--- src/rtl/bs_in_pkg.sv ---
// Shared definitions for the zlib bitstream reader: widths, field-length
// decode and the stream bit order agreed with the write-side packer.
package bs_in_pkg;

    localparam int DATA_WD = 32;
    localparam int NUMB_WD = 5;
    localparam int BUF_WD  = 2 * DATA_WD;
    localparam int CNT_WD  = 7;
    localparam int LEN_WD  = NUMB_WD + 1;

    // The packer emits bit 31 of each word first; a reader on the other
    // convention would have to reverse words before staging them.
    localparam bit STREAM_MSB_FIRST = 1'b1;

    // The operation that consumes buffered bits in a given cycle.
    typedef enum logic [1:0] {
        OP_NONE  = 2'd0,
        OP_FIELD = 2'd1,
        OP_ALIGN = 2'd2,
        OP_CLEAR = 2'd3
    } op_e;

    // Field length is the length code plus one, widened so that 31 -> 32.
    function automatic logic [LEN_WD-1:0] field_len(input logic [NUMB_WD-1:0] numb);
        return {1'b0, numb} + LEN_WD'(1);
    endfunction

endpackage

--- src/rtl/bs_in_extract.sv ---
// Combinational field extractor: takes the len leading bits of an
// MSB-aligned staging buffer and returns them right-aligned.
module bs_in_extract
    import bs_in_pkg::*;
(
    input  logic [BUF_WD-1:0]  stage,
    input  logic [LEN_WD-1:0]  len,
    output logic [DATA_WD-1:0] field
);

    logic [CNT_WD-1:0] shamt;

    // len is 1..32, so the shift is 32..63 and the result fits in DATA_WD.
    always_comb begin
        shamt = CNT_WD'(BUF_WD) - CNT_WD'(len);
        field = DATA_WD'(stage >> shamt);
    end

endmodule

--- src/rtl/bs_in.sv ---
// Bitstream reader: stages 32-bit words in a 64-bit MSB-aligned buffer and
// serves right-aligned fields of 1..32 bits plus byte-alignment skips.
module bs_in
    import bs_in_pkg::*;
(
    input  logic               clk,
    input  logic               rstn,
    input  logic               wval_i,
    input  logic [DATA_WD-1:0] wdat_i,
    output logic               wrdy_o,
    input  logic               req_i,
    input  logic [NUMB_WD-1:0] numb_i,
    input  logic               algn_i,
    input  logic               clr_i,
    output logic               rrdy_o,
    output logic               val_o,
    output logic [DATA_WD-1:0] dat_o,
    output logic [CNT_WD-1:0]  cnt_o
);

    logic [BUF_WD-1:0]  stage_q, stage_d;
    logic [CNT_WD-1:0]  fill_q, fill_d;
    logic               val_q, val_d;
    logic [DATA_WD-1:0] dat_q, dat_d;

    logic [LEN_WD-1:0]  len;
    logic [DATA_WD-1:0] field;
    logic [DATA_WD-1:0] word;
    logic [CNT_WD-1:0]  take;
    logic [CNT_WD-1:0]  rem;
    logic               load;
    op_e                op;

    assign len  = field_len(numb_i);
    assign word = STREAM_MSB_FIRST ? wdat_i : {<<{wdat_i}};

    // Handshakes: a word moves when wval_i && wrdy_o, a field when
    // req_i && rrdy_o. rrdy_o depends combinationally on numb_i, and the
    // requester holds req_i/numb_i until it is served.
    assign rrdy_o = fill_q >= CNT_WD'(len);
    assign wrdy_o = fill_q <= CNT_WD'(DATA_WD);

    bs_in_extract u_extract (
        .stage (stage_q),
        .len   (len),
        .field (field)
    );

    // A request outranks an align in the same cycle; clear outranks both.
    always_comb begin
        op = OP_NONE;
        if (clr_i) begin
            op = OP_CLEAR;
        end else if (req_i && rrdy_o) begin
            op = OP_FIELD;
        end else if (algn_i && !req_i) begin
            op = OP_ALIGN;
        end
    end

    // Only whole words are loaded, so fill[2:0] is exactly the distance
    // past the last byte boundary.
    always_comb begin
        take = '0;
        case (op)
            OP_FIELD: take = CNT_WD'(len);
            OP_ALIGN: take = CNT_WD'(fill_q[2:0]);
            default:  take = '0;
        endcase
    end

    assign load = wval_i && wrdy_o && (op != OP_CLEAR);
    assign rem  = fill_q - take;

    always_comb begin
        stage_d = stage_q << take;
        fill_d  = rem;
        val_d   = (op == OP_FIELD);
        dat_d   = (op == OP_FIELD) ? field : dat_q;
        if (op == OP_CLEAR) begin
            stage_d = '0;
            fill_d  = '0;
        end else if (load) begin
            // rem <= 32 whenever a load is allowed, so the new word never
            // collides with bits still held in the buffer.
            stage_d = stage_d | ({word, DATA_WD'(0)} >> rem);
            fill_d  = rem + CNT_WD'(DATA_WD);
        end
    end

    always_ff @(posedge clk or negedge rstn) begin
        if (!rstn) begin
            stage_q <= '0;
            fill_q  <= '0;
            val_q   <= 1'b0;
            dat_q   <= '0;
        end else begin
            stage_q <= stage_d;
            fill_q  <= fill_d;
            val_q   <= val_d;
            dat_q   <= dat_d;
        end
    end

    assign val_o = val_q;
    assign dat_o = dat_q;
    assign cnt_o = fill_q;

endmodule
--- config.mk ---
export PLATFORM = sky130hd
export DESIGN_NAME = bs_in
export DESIGN_NICKNAME = d
export VERILOG_FILES = /design/src/rtl/bs_in_pkg.sv /design/src/rtl/bs_in_extract.sv /design/src/rtl/bs_in.sv
export SDC_FILE = /design/constraint.sdc
export NUM_CORES = 1
export LEC_CHECK = 0
export BUFFER_PORTS_ARGS = -buffer_cell sky130_fd_sc_hd__buf_2
export CAP_MARGIN = 20
export CORE_MARGIN = 1
export CORE_UTILIZATION = 50
export DETAILED_ROUTE_END_ITERATION = 8
export PLACE_DENSITY = 0.66
export SETUP_SLACK_MARGIN = 0.05
export SLEW_MARGIN = 30
export SYNTH_ARGS = -nofsm -noshare
export SYNTH_HDL_FRONTEND = slang
export SYNTH_SLANG_ARGS = --single-unit
--- constraint.sdc ---
create_clock -name clk -period 8.4 [get_ports clk]
set_input_delay 0.42 -clock clk [delete_from_list [all_inputs] [get_ports clk]]
set_output_delay 0.42 -clock clk [all_outputs]
set_load 0.01 [all_outputs]
[Yosys cells after proc, flatten, opt, wreduce, memory -nomap -nowiden]
Index checks and enable logic that the tools add are counted.
Operators by class
  add/subtract/negate cells: 4
  $lt $le $gt $ge: 2
  equality and inequality tests: 4
  shift operators: 3
  mux-type cells: 8
  bitwise gates (word level): 1
  reduce and logical (&&, ||, !) cells: 5
Operators with widths (number)
  $mux W64: 2
  $or A64 B64 Y64: 1
  $shl A64 B7 Y64: 1
  $shr A64 B7 Y32: 1
  $shr A64 B7 Y64: 1
  $mux W7: 2
  $pmux W6 S2: 1
  $add A7 B6 Y7 const B: 1
  $ge A7 B6 Y1: 1
  $le A7 B6 Y1 const B: 1
  $sub A7 B6 Y7 const A: 1
  $sub A7 B7 Y7: 1
  $add A5 B1 Y6 const B: 1
  $mux W2: 3
  $eq A2 B2 Y1 const B: 2
  $logic_and A1 B1 Y1: 4
  $eq A2 B1 Y1 const B: 1
  $ne A2 B2 Y1 const B: 1
  $logic_not A1 Y1: 1
Storage, ports and cells
  bits in registers: 104
  bits of input ports: 43

[Depth between registers and ports, before layout]
Gate-level depths: netlist (run 1).
  word-level depth: 12
  depth in mapped cells: 34
  mapped depth without buffers: 24

[Modules after synthesis]
From an unflattened synthesis (run 1), not the netlist that was laid out.
Unflattened totals
  cell total of the unflattened synthesis: 1858
  area total of the unflattened synthesis: 14975.6 sq um
By module, submodules not included
  bs_in: times used 1, cells an instance 1329, area each 10553.9 sq um, sequential area each 2602.5 sq um
  bs_in_extract: times used 1, cells an instance 529, area each 4421.7 sq um, sequential area each 0.0 sq um

[Least setup slack after synthesis (run 1)]
Ideal clock, no wire load.
  kind: input to register
  start point: input port numb_i[0]
  end point: register stage_q[21]
  library setup time: 0.132 ns
  arrival: 6.466 ns
  data required time: 8.268 ns
  setup slack: 1.802 ns
  stages: 31
  path buffers: 10
  cells stage by stage: buf_6 clkbuf_1 inv_1 ha_1 nand2b_1 a21o_1 a21o_1 a21oi_1 nor2b_1 o21ai_0 nand2_1 a21o_1 ha_1 nand2b_4 buf_6 a21o_1 buf_6 inv_4 buf_12 buf_2 buf_4 ha_1 fa_1 clkbuf_1 buf_1 buf_2 mux4_2 o21ai_0 o22ai_1 a222oi_1 nor2_1
On the way
  word-level cells in the longest chain between the ends: 12
Ends and longest elaborated chain
  from (decl): RTL line bs_in.sv:12  | input logic [NUMB_WD-1:0] numb_i,
  $add A5 B1 Y6 *: RTL line bs_in_pkg.sv:25  | return {1'b0, numb} + LEN_WD'(1);
  $ge A7 B6 Y1 *: RTL line bs_in.sv:40  | assign rrdy_o = fill_q >= CNT_WD'(len);
  named net rrdy_o: RTL line bs_in.sv:15  | output logic rrdy_o,
  $logic_and A1 B1 Y1 *: RTL line bs_in.sv:54  | end else if (req_i && rrdy_o) begin
  $mux W2 *: RTL line bs_in.sv:54
  $mux W2 *: RTL line bs_in.sv:52  | if (clr_i) begin
  $eq A2 B1 Y1 *
  named net val_d: RTL line bs_in.sv:23  | logic val_q, val_d;
  $pmux W6 S2 *: RTL line bs_in.sv:65  | case (op)
  $sub A7 B7 Y7: RTL line bs_in.sv:73  | assign rem = fill_q - take;
  $shr A64 B7 Y64: RTL line bs_in.sv:86  | stage_d = stage_d | ({word, DATA_WD'(0)} >> rem);
  $or A64 B64 Y64: RTL line bs_in.sv:86
  $mux W64 *: RTL line bs_in.sv:83  | end else if (load) begin
  $mux W64 *: RTL line bs_in.sv:80  | if (op == OP_CLEAR) begin
  named net stage_d[21]: RTL line bs_in.sv:21  | logic [BUF_WD-1:0] stage_q, stage_d;
  to (signal assigned): RTL line bs_in.sv:98  | stage_q <= stage_d;
  to (decl): RTL line bs_in.sv:21
The timed path passes the listed nets; every way through them passes the cells marked *.
A chain may end at the register's enable or synchronous reset.

[Worst setup path in the final report (run 1)]
  start point: register fill_q[0], in the netlist cnt_o[0]
  end point: register stage_q[32]
On the way
  word-level cells in the longest chain between the ends: 11
Ends and longest elaborated chain
  from (decl): RTL line bs_in.sv:22  | logic [CNT_WD-1:0] fill_q, fill_d;
  from (signal assigned): RTL line bs_in.sv:99  | fill_q <= fill_d;
  $ge A7 B6 Y1 *: RTL line bs_in.sv:40
  $logic_and A1 B1 Y1 *: RTL line bs_in.sv:54
  $mux W2 *: RTL line bs_in.sv:54
  $mux W2 *: RTL line bs_in.sv:52
  $eq A2 B1 Y1 *
  named net val_d: RTL line bs_in.sv:23
  $pmux W6 S2 *: RTL line bs_in.sv:65
  $sub A7 B7 Y7: RTL line bs_in.sv:73
  $shr A64 B7 Y64: RTL line bs_in.sv:86
  $or A64 B64 Y64: RTL line bs_in.sv:86
  $mux W64 *: RTL line bs_in.sv:83
  $mux W64 *: RTL line bs_in.sv:80
  named net stage_d[32]: RTL line bs_in.sv:21
Marked as above.

==> reports/results.tsv, run 1 <==
metric	value	unit
status	finished clean	
fmax	0.1630	GHz
num_rows	61	
setup_viol	0	
grt_max_degree	74	
viasPerCell	7.241	
wl_met3	5156	µm
wl_met2	27820	µm
grt_overflow_total	0	
synthSimpleGateAreaFrac	13.68	%
crit_type	reg -> reg	
synth_xor_xnor_area_share	0.6798	%
placed_cells	2041	
irDropWorstVdd	0.2301	mV
setup_slack	2.266	ns
dp_hpwl	46170	µm
clk_pin_slew	0.10	ns
drive_gt1_share	18.10	%
start_util	50.87	%
grt_pass1_wl	90090	µm
drtIter0Drc	1990	
synth-seq-cells	104	
synthAdderAreaFrac	1.554	%
place_congestion	1.048	
die_x	170.4	µm
portBuffers	84	
worst_setup_path_end_kind	register	
dpl_cell_area	0.01473	mm²
drt-total-wl	60860	µm
fp.coreArea	0.02786	mm²
synth_top_family_by_area	multiplexers	
synth_edf_count	0	
avgSynthCellArea	8.327	µm²
synth-main-ff-cell	dfrtp_1	
ctsLongestPathBuffers	2	
cts_buffers	9	
drc_errors	0	
hold_class	in -> async	
htreeDepth	3	
clock_sinks	104	
yosysWarningCount	0	
antenna_found_initial	1	
holdBufCountCts	0	
async_flop_share	100.0	%
syn_area	0.01417	mm²
synth_area_leaders	dfrtp_1, mux2i_1, mux4_2, a21oi_1, a211oi_1	
ys_seq_area_share	18.36	%
fin_crit	6.134	ns
nets	1735	
io-pin-count	85	
p_leak	6.244	nW
wl_per_cell	29.56	µm
synth_fp_nets	1762	
synth_mux_area_share	32.24	%
relSlewSlack	35.01	%
ys_types	68	
die-area	0.02902	mm²
critPathRequiredTime	8.64	ns
grt_use_total	42.15	%
synth_compound_area_share	27.23	%
synth_top_area_cell	dfrtp_1	
post_cts_resized	0	
ant_nets	0	
yosysMostFrequentCell	mux2i_1	
clock_latency	0.39	ns
maxSlewViolCount	0	
pre_cts_slack	2.107	ns
instances_no_fill	2059	
num_vias	14910	
root_buffer	clkbuf_16	
dr.max_layer_used	met5	
final_cell_area	0.01508	mm²
synth.top_cells.by_count	mux2i_1, a21oi_1, nand2_1	
rsz0062_at_grt	no	
hold_violations	0	
postCtsSetupRepairBufs	0	
first_global_vias	14160	
cts_tree	yes	
cp_data_arrival_time	6.37	ns
area_delta_synth_final	6.427	%
startpoint_type	register	
finalCritPeriodShare	73.03	%
power_density	394.5	mW/mm²
synth_top_cell_area_share	18.36	%
tightest_slew	0.9659	ns
maxCapViolCount	0	
wl_met1	23330	µm
fin_worst_skew	0.02275	ns
die_h	170.4	µm
worst-path-max-fanout	44	
tns	0	ns
syn_inst	1702	
dr.pass1.iters	6	
## cell families (layout without fill, tap and decap cells)
kind of cell               Yosys count  in the layout
DFF                                104            104
and+or+nand+nor                    431            431
muxes                              342            342
buffers and inverters              203            181
other                                0              1
adders and majority gates           17             17
AOI/OAI and AO/OA                  594            594
xor gates and xnor gates            11             11
## power breakdown
| group | total, W | switching [W] | internal [W] |
|---|---|---|---|
| logic | 0.00436 | 0.00273 | 0.00164 |
| clock network | 0.000480 | 0.000263 | 0.000216 |
| registers | 0.00111 | 0.000412 | 0.000696 |
| total | 0.00595 | 0.00340 | 0.00255 |
## final timing paths
path,from,endpoint,slack [ns],cells after the start
min reg2reg,dat_o[10],dat_o[10],0.50,2
min,rstn,dat_o[13],0.1,1
max in group asynchronous,rstn,stage_q[6],6.96,2
max,cnt_o[0],stage_q[32],2.27,23
min in group clk,dat_o[10],dat_o[10],0.50,2
max reg2reg,cnt_o[0],stage_q[32],2.27,23
## stage by stage
stage               hold slack [ns]  total power, W  utilization [%]
finish                      0.09571        0.005950            54.14
global placement             0.4622        0.005272            52.82
global route                 0.1304        0.006223            54.13
detailed placement           0.4731        0.005284            52.89
floorplan                    0.1244        0.003846                -
CTS                          0.1088        0.005773            53.98
## per-layer routing
metal  vias up  track usage, %
met1      7290           53.35
met5         -               0
met4         2           28.28
li1       6526               -
met2       900           66.46
met3       192           6.535
## sequential cells by signal (all words and copies together), names as in the netlist
name / count
stage_q: 64
val_o: 1
cnt_o: 7
dat_o: 32
## critical path: stages, from the launching register on
cell      delay, ns
dfrtp_1        0.40
inv_1          0.14
ha_1           0.25
nand2b_1       0.13
a21o_1         0.17
a21o_1         0.17
a21oi_1        0.15
nor2b_1        0.06
o21ai_0        0.13
nand2_1        0.10
a21o_1         0.22
ha_1           0.23
nand2b_4       0.30
a21o_2         0.22
inv_4          0.03
ha_2           0.18
fa_4           1.20
mux4_2         0.61
mux2i_1        0.47
mux2i_1        0.26
nand2_1        0.12
o21ai_0        0.13
a22oi_1        0.18
o22ai_1        0.11
## area by class of cell
| type | count | area, µm² |
|---|---|---|
| clock buffer | 9 | 225.2 |
| clock inverter | 7 | 78.83 |
| inverter | 42 | 160.2 |
| tap | 378 | 473.0 |
| antenna | 1 | 2.502 |
| multi-input combinational | 1395 | 10790 |
| timing repair buffer | 123 | 749.5 |
| fill | 2700 | 12770 |
| sequential | 104 | 2603 |
## placed cells by master (no fill, tap or decap), drive strengths merged, types with 6 or more instances in the layout
cell,instances
inv,47
clkbuf,10
a32oi,6
a22o,6
mux4,87
nand2b,18
nor4,8
nand2,168
nor3,49
ha,16
nand3,28
o211ai,6
mux2,46
dfrtp,104
a211oi,105
nor2b,16
o32ai,12
nor2,106
o22ai,21
a21o,20
o21a,6
xor2,6
a221oi,12
or2,6
or3,10
o221ai,7
a21oi,174
mux2i,209
buf,122
a31oi,23
a22oi,72
and2,12
o21ai,87
Note: power is estimated with default switching activity, not from simulation.
==> inputs of run 2 (changes only) <==
--- a/config.mk
+++ b/config.mk
@@ -10,7 +10,7 @@
 export CORE_MARGIN = 1
 export CORE_UTILIZATION = 50
 export DETAILED_ROUTE_END_ITERATION = 8
-export PLACE_DENSITY = 0.66
+export PLACE_DENSITY = 0.68
 export SETUP_SLACK_MARGIN = 0.05
 export SLEW_MARGIN = 30
 export SYNTH_ARGS = -nofsm -noshare
==> constraint.sdc (replaced) <==
create_clock -name clk -period 5.3 [get_ports clk]
set_input_delay 0.265 -clock clk [delete_from_list [all_inputs] [get_ports clk]]
set_output_delay 0.265 -clock clk [all_outputs]
set_load 0.01 [all_outputs]
==> run 2 against run 1 <==
Compared with the run above:
- clock skew fell by 0.0045 ns
- sequential share of layout area shrank 0.75 points
- maximum frequency is 21% higher
- wire length is 1.2% lower
- total power increased by 65%
- critical endpoint is now stage_q[4]
- highest routed layer unchanged
==> reports/results.tsv, run 2 (synthesized netlist as in run 1, its figures left out) <==
metric	value	unit
status	finished clean	
critPathRequiredTime	5.52	ns
worst_setup_path_end_kind	register	
clock_latency	0.37	ns
finalCritPeriodShare	95.55	%
wl_per_cell	28.16	µm
antenna_found_initial	2	
root_buffer	clkbuf_16	
dp_hpwl	45830	µm
area_delta_synth_final	11.25	%
num_rows	61	
grt_overflow_total	0	
final_cell_area	0.01577	mm²
regMostFlops	stage_q	
fin_worst_skew	0.01829	ns
dpl_cell_area	0.01540	mm²
layout_common_cells	mux2i_1, a21oi_1, nand2_1	
cts_buffers	9	
place_congestion	1.087	
clock_sinks	104	
first_global_vias	14080	
hold_class	in -> reg	
fill_cells	2632	
cp_data_arrival_time	5.28	ns
ctsLongestPathBuffers	2	
start_util	50.87	%
irDropWorstVdd	0.3709	mV
rsz0062_at_grt	no	
cts_tree	yes	
fmax	0.1975	GHz
die-area	0.02902	mm²
maxSlewViolCount	0	
num_vias	15140	
multi_input_comb_area	0.01083	mm²
grt_pass1_wl	89200	µm
grt_use_total	41.50	%
ant_nets	0	
io-pin-count	85	
final-seq-area	0.002603	mm²
hold_violations	0	
tightest_slew	1.061	ns
die_x	170.4	µm
p_leak	6.634	nW
relSlewSlack	28.59	%
drt-total-wl	60100	µm
tns	0	ns
largest_reg_flops	64	
drive_gt1_share	21.94	%
grt_max_degree	91	
fp.coreArea	0.02786	mm²
viasPerCell	7.093	
final_common_cell	mux2i_1	
fin_crit	5.064	ns
startpoint_type	register	
power_density	622.6	mW/mm²
finalPower	0.009816	W
setup_viol	0	
worst-path-max-fanout	8	
die_h	170.4	µm
dr.pass1.iters	9	
drc_errors	0	
clk_pin_slew	0.09	ns
maxCapViolCount	0	
portBuffers	84	
crit_type	reg -> reg	
drtIter0Drc	1965	
htreeDepth	3	
nets	1810	
[run 2: cell count changes in the layout (fill, tap and decap cells not counted), sizes merged]
cell	previous run	this run
dlygate4sd3	0	1
clkbuf	10	9
buf	122	197
inv	47	45
clkinv	2	3
clkinvlp	0	1
[run 2: final timing paths]
kind	startpoint	slack [ns]	end	cells after the start
worst min-delay path	clr_i	0.45	val_o	3
worst max-delay path	cnt_o[0]	0.24	stage_q[4]	23
min in group asynchronous	rstn	0.46	dat_o[29]	2
max in group asynchronous	rstn	3.44	stage_q[27]	3
worst max register to register	cnt_o[0]	0.24	stage_q[4]	23
worst min register to register	dat_o[5]	0.49	dat_o[5]	2
[run 2: timing repair]
item                                    4_1_cts  5_1_grt
endpoints found under the hold margin        45        0
endpoints found under the setup margin        0       28
resized for setup                             0        4
hold buffers                                  1        0
setup buffers                                 0        2
[run 2: layer usage]
| layer | GRT usage [%] | part of all wire (%) |
|---|---|---|
| met1 | 51.20 | 38 |
| met2 | 66.75 | 46 |
| met3 | 8.047 | 9.0 |
| met4 | 25.85 | 7.0 |
| met5 | 0 | 0.023 |
[run 2: final cells by class]
class                           count  share of cell area (%)
Tap cell                          378                   3.000
Inverter                           42                   1.055
Antenna cell                        1                 0.01587
Timing Repair Buffer              198                   8.888
Multi-Input combinational cell   1395                   68.72
Clock inverter                      7                  0.3889
Clock buffer                        9                   1.428
Sequential cell                   104                   16.51
[run 2: metrics by stage]
| step | utilization (%) | worst slack (ns) | std cells | hold slack (ns) |
|---|---|---|---|---|
| floorplan | - | 0.05395 | 1702 | -0.03059 |
| global placement | 55.29 | 0.1390 | 2113 | 0.3292 |
| detailed placement | 55.30 | 0.1084 | 2113 | 0.3375 |
| CTS | 56.36 | 0.1517 | 2130 | 0.4361 |
| global route | 56.59 | 0.05871 | 2133 | 0.4812 |
| finish | 56.60 | 0.2359 | 2134 | 0.4520 |
[run 2: where the power goes]
group / total (W) / switching (W) / internal (W)
Sequential: 0.00174 / 0.000640 / 0.00110
Combinational: 0.00736 / 0.00436 / 0.00299
Clock: 0.000716 / 0.000384 / 0.000331
[run 2: worst max-delay path: stages, from the launching register on]
cell and delay, ns:
dfrtp_1 0.40, inv_2 0.13, ha_4 0.21, nand2b_1 0.14, a21o_1 0.16, a21o_1 0.15, a21oi_1 0.12, nor2b_1 0.06
o21ai_1 0.12, nand2_1 0.10, a21o_1 0.23, ha_4 0.24, inv_2 0.08, a21o_2 0.15, inv_4 0.05, ha_4 0.16
fa_2 0.67, buf_4 0.16, mux4_2 0.54, a21oi_1 0.16, a31oi_1 0.10, mux2_4 0.33, a22oi_1 0.32, a21oi_1 0.12
==> inputs of run 3 (changes only) <==
--- a/config.mk
+++ b/config.mk
@@ -10,7 +10,7 @@
 export CORE_MARGIN = 1
 export CORE_UTILIZATION = 50
 export DETAILED_ROUTE_END_ITERATION = 8
-export PLACE_DENSITY = 0.68
+export PLACE_DENSITY = 0.66
 export SETUP_SLACK_MARGIN = 0.05
 export SLEW_MARGIN = 30
 export SYNTH_ARGS = -nofsm -noshare
==> constraint.sdc (replaced) <==
create_clock -name clk -period 5.4 [get_ports clk]
set_input_delay 0 -clock clk [delete_from_list [all_inputs] [get_ports clk]]
set_output_delay 0 -clock clk [all_outputs]
set_load 0.01 [all_outputs]
==> run 3 against run 2 <==
Compared with the run above:
- setup slack got worse by 0.022 ns
- sequential power about the same
- critical path type unchanged
- non-clock buffer count decreased by 6
- clock skew decreased by 0.0055 ns
- cell area increased by 0.32%
- sequential share of layout area decreased by 0.052 points
- maximum frequency decreased by 2.4%
- clock-buffer cell count increased by 1
- global-route usage increased by 0.55 points
- cell count decreased by 0.42%
- sequential cell count unchanged
==> reports/results.tsv, run 3 (synthesized netlist as in run 1, its figures left out) <==
metric	value	unit
crit_start	cnt_o[0]	
hold_class	in -> async	
drc_errors	0	
dr.pass1.iters	6	
grt_overflow_total	0	
grt_max_degree	91	
slowest_stage	a222oi_1	
io-pin-count	85	
first_global_vias	14110	
worst_path_largest_cell_delay	0.53	ns
clk_pin_slew	0.08	ns
final_common_cell	mux2i_1	
start_util	50.87	%
worst-path-max-fanout	5	
drive_gt1_share	22.38	%
relSlewSlack	35.85	%
drtIter0Drc	1991	
area_delta_synth_final	11.60	%
worst_setup_path_end_kind	register	
wl_per_cell	28.94	µm
irDropWorstVdd	0.4728	mV
startpoint_type	register	
portBuffers	84	
htreeDepth	3	
die_h	170.4	µm
p_leak	6.614	nW
status	finished clean	
ant_nets	0	
cp_common_cell	a21o_1	
place_congestion	1.122	
largest_reg_flops	64	
clock_latency	0.37	ns
instances_no_fill	2125	
fmax	0.1928	GHz
layout_common_cells	mux2i_1, a21oi_1, nand2_1	
drt-total-wl	61500	µm
power_density	637.6	mW/mm²
fin_worst_skew	0.01274	ns
cts_tree	yes	
antenna_cells	0	
rsz0062_at_grt	yes	
fp.coreArea	0.02786	mm²
viasPerCell	7.169	
r2r_slack	0.21	ns
final_cell_area	0.01582	mm²
num_vias	15230	
clock_sinks	104	
die-area	0.02902	mm²
nets	1804	
grt_use_total	42.05	%
setup_viol	0	
maxCapViolCount	0	
path_cells	inv_1 -> ha_1 -> nand2b_1 -> a21o_1 -> a21o_1 -> a21oi_1 -> nor2b_1 -> o21ai_0 -> nand2_1 -> a21o_1 -> ha_2 -> inv_2 -> a21o_2 -> inv_4 -> ha_2 -> fa_2 -> buf_12 -> buf_4 -> mux4_2 -> a21oi_4 -> mux2_2 -> o22ai_1 -> a222oi_1 -> nor2_1	
regMostFlops	stage_q	
dpl_cell_area	0.01521	mm²
cp_data_arrival_time	5.40	ns
die_x	170.4	µm
antenna_found_initial	0	
ctsLongestPathBuffers	2	
crit_type	reg -> reg	
timing.rr.start	cnt_o[0]	
dp_hpwl	46910	µm
finalCritPeriodShare	96.04	%
maxSlewViolCount	0	
root_buffer	clkbuf_16	
grt_pass1_wl	90570	µm
num_rows	61	
placed_cells	2092	
fin_crit	5.186	ns
hold_ws	0.1547	ns
fill_cells	2571	
cts_buffers	9	
hold_violations	0	
tightest_slew	0.9622	ns
critPathRequiredTime	5.61	ns
run 3: cell count changes in the layout (fill, tap and decap cells not counted), sizes merged:
cell / before / now
clkinv: 3 / 1
diode: 1 / 0
clkbuf: 9 / 11
clkinvlp: 1 / 2
buf: 197 / 190
bufinv: 0 / 1
inv: 45 / 42
run 3: per-layer routing:
layer,wire [µm],share of wire (%),track usage (%)
met3,5658,9.2,7.628
met4,4354,7.1,26.28
met2,27840,45,66.16
met1,23650,38,53.36
met5,0,0,0
run 3: final cells by class:
| class | count | area, µm² | area share [%] |
|---|---|---|---|
| repair buffers | 192 | 1391 | 8.797 |
| multi-input cells | 1395 | 10900 | 68.89 |
| well taps | 378 | 473.0 | 2.990 |
| clock inverters | 4 | 53.80 | 0.3402 |
| flip-flops and latches | 104 | 2603 | 16.45 |
| clock buffers | 10 | 239.0 | 1.511 |
| inverters | 42 | 161.4 | 1.020 |
run 3: metrics by stage:
step	util, %	total power [W]	setup TNS, ns	setup slack [ns]
floorplan	-	0.006080	0	0.05638
global placement	54.60	0.008684	-0.03817	-0.03817
CTS	55.71	0.009389	0	0.05562
detailed placement	54.60	0.008657	-0.07094	-0.07094
global route	56.78	0.01051	0	0.004411
finish	56.78	0.01009	0	0.2140
run 3: final timing paths:
path	endpoint	cells after the start
setup / recovery	stage_q[19]	24
hold / removal	dat_o[26]	2
hold reg to reg	dat_o[5]	2
max in group asynchronous	stage_q[41]	3
min in group clk	stage_q[1]	5
setup reg to reg	stage_q[19]	24
run 3: where the power goes:
| part | switching [W] | internal, W |
|---|---|---|
| Sequential | 0.000650 | 0.00108 |
| Combinational | 0.00454 | 0.00310 |
| Clock | 0.000342 | 0.000370 |
run 3: repair_timing:
item | in CTS | in global routing
hold endpoints to repair | 39 | 0
buffers inserted | 0 | 16
endpoints found under the setup margin | 3 | 50
cloned | 0 | 2
gates resized for setup | 1 | 35
pin swaps | 0 | 6
hold buffers | 1 | 0
run 3: worst max-delay path: cells and delay by family (launching register included):
family / cells / cell delay (ns)
fa+ha+maj: 4 / 1.24
mux: 2 / 0.55
flops: 1 / 0.39
simple gates: 4 / 0.44
compound gates: 9 / 1.89
buf+inv: 5 / 0.53
